### src/rtl/uart_tx_ctrl.sv
// uart_tx_ctrl: start/busy sequencer that issues the load strobe and baud-rate
// shift strobes for the UART TX frame shifter, then signals frame completion.
module uart_tx_ctrl #(
    parameter int DW         = 8,
    parameter int BAUD_DIV   = 5208,
    parameter int NUM_SHIFTS = DW + 2
) (
    input  logic          clk,
    input  logic          rst,
    input  logic          i_start,
    input  logic [DW-1:0] i_data,
    output logic [DW-1:0] o_data,
    output logic          o_load,
    output logic          o_ena,
    output logic          o_busy,
    output logic          o_done
);
    localparam int BW = $clog2(BAUD_DIV);
    localparam int NW = $clog2(NUM_SHIFTS + 1);
    localparam logic [BW-1:0] BAUD_MAX = BW'(BAUD_DIV - 1);
    localparam logic [NW-1:0] BIT_LAST = NW'(NUM_SHIFTS - 1);

    typedef enum logic [2:0] {IDLE, LOAD, SHIFT, STOP, DONE} state_t;

    state_t        state, state_n;
    logic [BW-1:0] baud, baud_n;
    logic [NW-1:0] bits, bits_n;
    logic [DW-1:0] data_n;
    logic          tick;

    assign tick = baud == BAUD_MAX;

    always_ff @(posedge clk) begin
        if (rst) begin
            state  <= IDLE;
            baud   <= '0;
            bits   <= '0;
            o_data <= '0;
        end else begin
            state  <= state_n;
            baud   <= baud_n;
            bits   <= bits_n;
            o_data <= data_n;
        end
    end

    always_comb begin
        state_n = state;
        baud_n  = baud;
        bits_n  = bits;
        data_n  = o_data;
        case (state)
            IDLE: begin
                state_n = i_start ? LOAD : IDLE;
                data_n  = i_start ? i_data : o_data;
            end
            LOAD: begin
                baud_n  = '0;
                bits_n  = '0;
                state_n = SHIFT;
            end
            SHIFT: begin
                baud_n  = tick ? '0 : baud + 1'b1;
                bits_n  = tick ? bits + 1'b1 : bits;
                state_n = (tick && bits == BIT_LAST) ? STOP : SHIFT;
            end
            // stop bit: one full bit period with no shift strobe
            STOP: begin
                baud_n  = tick ? '0 : baud + 1'b1;
                state_n = tick ? DONE : STOP;
            end
            DONE:    state_n = IDLE;
            default: state_n = IDLE;
        endcase
    end

    assign o_load = state == LOAD;
    assign o_ena  = state == SHIFT && tick;
    assign o_busy = state != IDLE;
    assign o_done = state == DONE;
endmodule
### config.mk
export PLATFORM = sky130hd
export DESIGN_NAME = uart_tx_ctrl
export DESIGN_NICKNAME = d
export VERILOG_FILES = /design/src/rtl/uart_tx_ctrl.sv
export SDC_FILE = /design/constraint.sdc
export NUM_CORES = 1
export LEC_CHECK = 0
export CORE_MARGIN = 2
export CORE_UTILIZATION = 56
export DETAILED_ROUTE_END_ITERATION = 16
export GPL_TIMING_DRIVEN = 0
export PLACE_DENSITY = 0.83
export SKIP_CTS_REPAIR_TIMING = 1
export SYNTH_ARGS = -nofsm -noshare
export SYNTH_HDL_FRONTEND = slang
export SYNTH_SLANG_ARGS = --single-unit
### constraint.sdc
create_clock -name clk -period 4.15 [get_ports clk]
set_input_delay 1.245 -clock clk [delete_from_list [all_inputs] [get_ports clk]]
set_output_delay 1.245 -clock clk [all_outputs]
set_load 0.05 [all_outputs]
==> summary.md <==
| Metric | Value |
|---|---|
| Root Driver | `clkbuf_4` |
| Critical Path Stages | `5` |
| FP Rows | `18` |
| Initial core utilization | `58.0%` |
| Top Metal Used | `met4` |
| Worst EP arrival | `2.47 ns` |
| Max Fclk | `269 MHz` |
| Fin. Hold Viols | `0` |
| FF-to-FF path depth | `5` |
| CP bufs+invs | `2` |
| Met2 WL | `1630 um` |
| TritonRoute pass-1 iters | `4` |
| Sequential-to-total area share from yosys stat | `39.7%` |
| Share of the clock period used by the worst path | `89.5%` |
| Clock Pin Slew Worst Setup and Hold Paths | `0.15 ns` |
| Via density | `5.81` |
| Die Y | `54.2 um` |
| Final Util | `70.4%` |
| Initial DRC count | `50` |
| First-pass GRT wire length | `4940 um` |
| P per Cell Area | `326 nW/um2` |
| Avg Cell Area, Syn | `7.97 um2` |
| Max incr delay on CP | `0.79 ns` |
| Yosys reg bits | `28` |
| Post-synth net total | `191` |
| Cell Area, Synth | `1410 um2` |
| Die W | `54.2 um` |
| Via count | `1348` |
| Wire per inst | `13.5 um` |
| Crit path kind | `reg -> out` |
| Register area | `561 um2` |
| Slew @ Worst Pin | `0.525 ns` |
| Clk_skew | `0.00507 ns` |
| Unique masters post-synth | `38` |
| Worst Hold Depth | `2` |
| Slew Limit Fails | `0` |
| Multi-input logic area | `790 um2` |
| # DRC | `0` |
| CTS tree | `built` |
| Max Cap Viol | `0` |
| CP max FO | `10` |
| CTS buffer count | `3` |
| Insertion delay to the later sink of the worst-skew pair | `0.33 ns` |
| HP Class | `reg -> reg` |
| Gpl congestion | `0.780` |
| Status | `finished, final reports clean` |
| Total Nets Final | `217` |
| Max Root-Sink Buffers | `2` |
| DP Area | `1660 um2` |
| TNS Setup | `0 ns` |
| GRT overflow | `0` |
| Core Region | `2430 um2` |
| CP max stage cell | `clkdlybuf4s50_1` |
| Mapped Cells | `177` |
| WP data required | `2.90 ns` |
| WHS | `0.468 ns` |
| Synth warnings | `0` |
| CTS Sinks | `28` |
| Total GRT Usage | `23.0%` |
| Share of layout cells above drive strength 1 | `7.92%` |
| RSZ-0062 raised after global routing | `false` |
| Worst setup EP type | `primary output` |
| H-tree Lvls | `1` |
| Max_slew headroom | `65.0%` |
| Met3 WL post-DR | `161 um` |
| Die area | `2940 um2` |
| PnR worst setup slack | `0.434 ns` |
| Min Clock Period, post-route | `3.72 ns` |
| Boundary Pins | `23` |
| Largest net degree at the start of global routing | `17` |
| Leakage | `0.000568 uW` |
| Number of global-route vias before repair | `1150` |
| Port bufs | `21` |
| Antenna violations before repair | `0` |
| DP Worst Slack | `0.834 ns` |
| HPWL Detailed | `2340 um` |
| Fill cells | `199` |
| Wl on met1 | `1290 um` |
| Antenna Nets Post-Route | `0` |
| Diodes inserted | `0` |
| CP cell instances | `ha_1, and4b_1, nand4_4, inv_1, clkdlybuf4s50_1` |
| Setup violators final | `0` |
| DRT Wirelength | `3140 um` |
| Delay-heaviest family, CP | `buffers and inverters` |
| Design area | `1710 um2` |
| Area grow syn2layout | `21.3%` |
| Startpoint Class | `flip-flop` |
| VDD IR-drop max | `0.000285 V` |
-- registers in the layout, summed over array words and instances, names as in the netlist --
signal	flops
o_data	8
bits	4
state	3
baud	13
-- routing by layer --
metal | vias up | track usage [%]
met5 | - | 0
met3 | 8 | 2.50
met1 | 619 | 28.1
met2 | 45 | 40.4
li1 | 676 | -
met4 | 0 | 10.0
-- tightest hold or removal path, delay by kind of cell, from the launching register on --
family | cells | cell delay [ns]
compound gates | 1 | 0.05
simple gates | 1 | 0.05
flops | 1 | 0.34
-- logic make-up (layout without fill, tap and decap cells) --
| family | after synthesis | in the layout | share of synthesized area (%) |
|---|---|---|---|
| compound gates | 38 | 38 | 17.1 |
| flops | 28 | 28 | 39.7 |
| simple gates | 91 | 91 | 35.5 |
| fa+ha+maj | 3 | 3 | 2.66 |
| buf+inv | 16 | 41 | 4.34 |
| mux | 1 | 1 | 0.709 |
-- report_power, final --
group          switching (uW)  internal [uW]  leakage, uW
combinational            63.4           33.5     0.000313
clock                    80.7           97.7    0.0000279
sequential               5.43            277     0.000227
-- per-stage QoR --
stage | instances | power, uW
finish | 232 | 558
global route | 232 | 580
floorplan | 177 | 351
detailed placement | 228 | 385
CTS | 232 | 563
global placement | 228 | 383
-- placed cells by master, fill, tap and decap left out, types with 4 or more instances in the layout --
cell,netlist,final
a31oi_1,7,7
o21ai_0,4,4
inv_1,8,8
clkdlybuf4s50_1,0,21
or3_1,6,6
nor3_1,4,4
nor2_1,10,10
a21oi_1,18,18
nand3_1,11,11
nand2_1,34,34
clkbuf_1,6,6
dfxtp_1,28,28
-- cell usage after synthesis (all sizes together) --
library cell / n / area (um2)
nand2: 34 / 128
dfxtp: 28 / 561
a21oi: 18 / 90.1
nand3: 13 / 75.1
nor2: 10 / 37.5
a31oi: 8 / 65.1
inv: 8 / 30.0
clkbuf: 6 / 22.5
or3: 6 / 37.5
o21ai: 5 / 25.0
nor3: 4 / 20.0
ha: 3 / 37.5
nand4: 3 / 33.8
nor4: 3 / 18.8
or2: 3 / 18.8
and2: 2 / 12.5
buf: 2 / 8.75
nand2b: 2 / 12.5
nand3b: 2 / 15.0
nor3b: 2 / 15.0
o21bai: 2 / 15.0
or4: 2 / 15.0
a211oi: 1 / 12.5
a21bo: 1 / 10.0
a22oi: 1 / 7.51
and4b: 1 / 10.0
and4bb: 1 / 12.5
mux2i: 1 / 10.0
nor2b: 1 / 6.26
nor4b: 1 / 23.8
o21a: 1 / 7.51
o311ai: 1 / 8.76
or3b: 1 / 8.76
-- worst paths after layout --
check / start / to / slack [ns]
worst min-delay path: o_data[3] / o_data[3] / 0.47
worst max register to register: baud[0] / baud[12] / 2.16
worst max-delay path: baud[0] / o_ena / 0.43
worst min register to register: o_data[3] / o_data[3] / 0.47
-- final cells by class --
cell class,count,area share (%)
Clock inverter,1,1.75
Tap cell,30,2.19
Buffer,8,1.83
Multi-Input combinational cell,133,46.1
Clock buffer,3,1.32
Timing Repair Buffer,21,12.3
Inverter,8,1.75
Sequential cell,28,32.7
(Power assumes the default switching activity.)
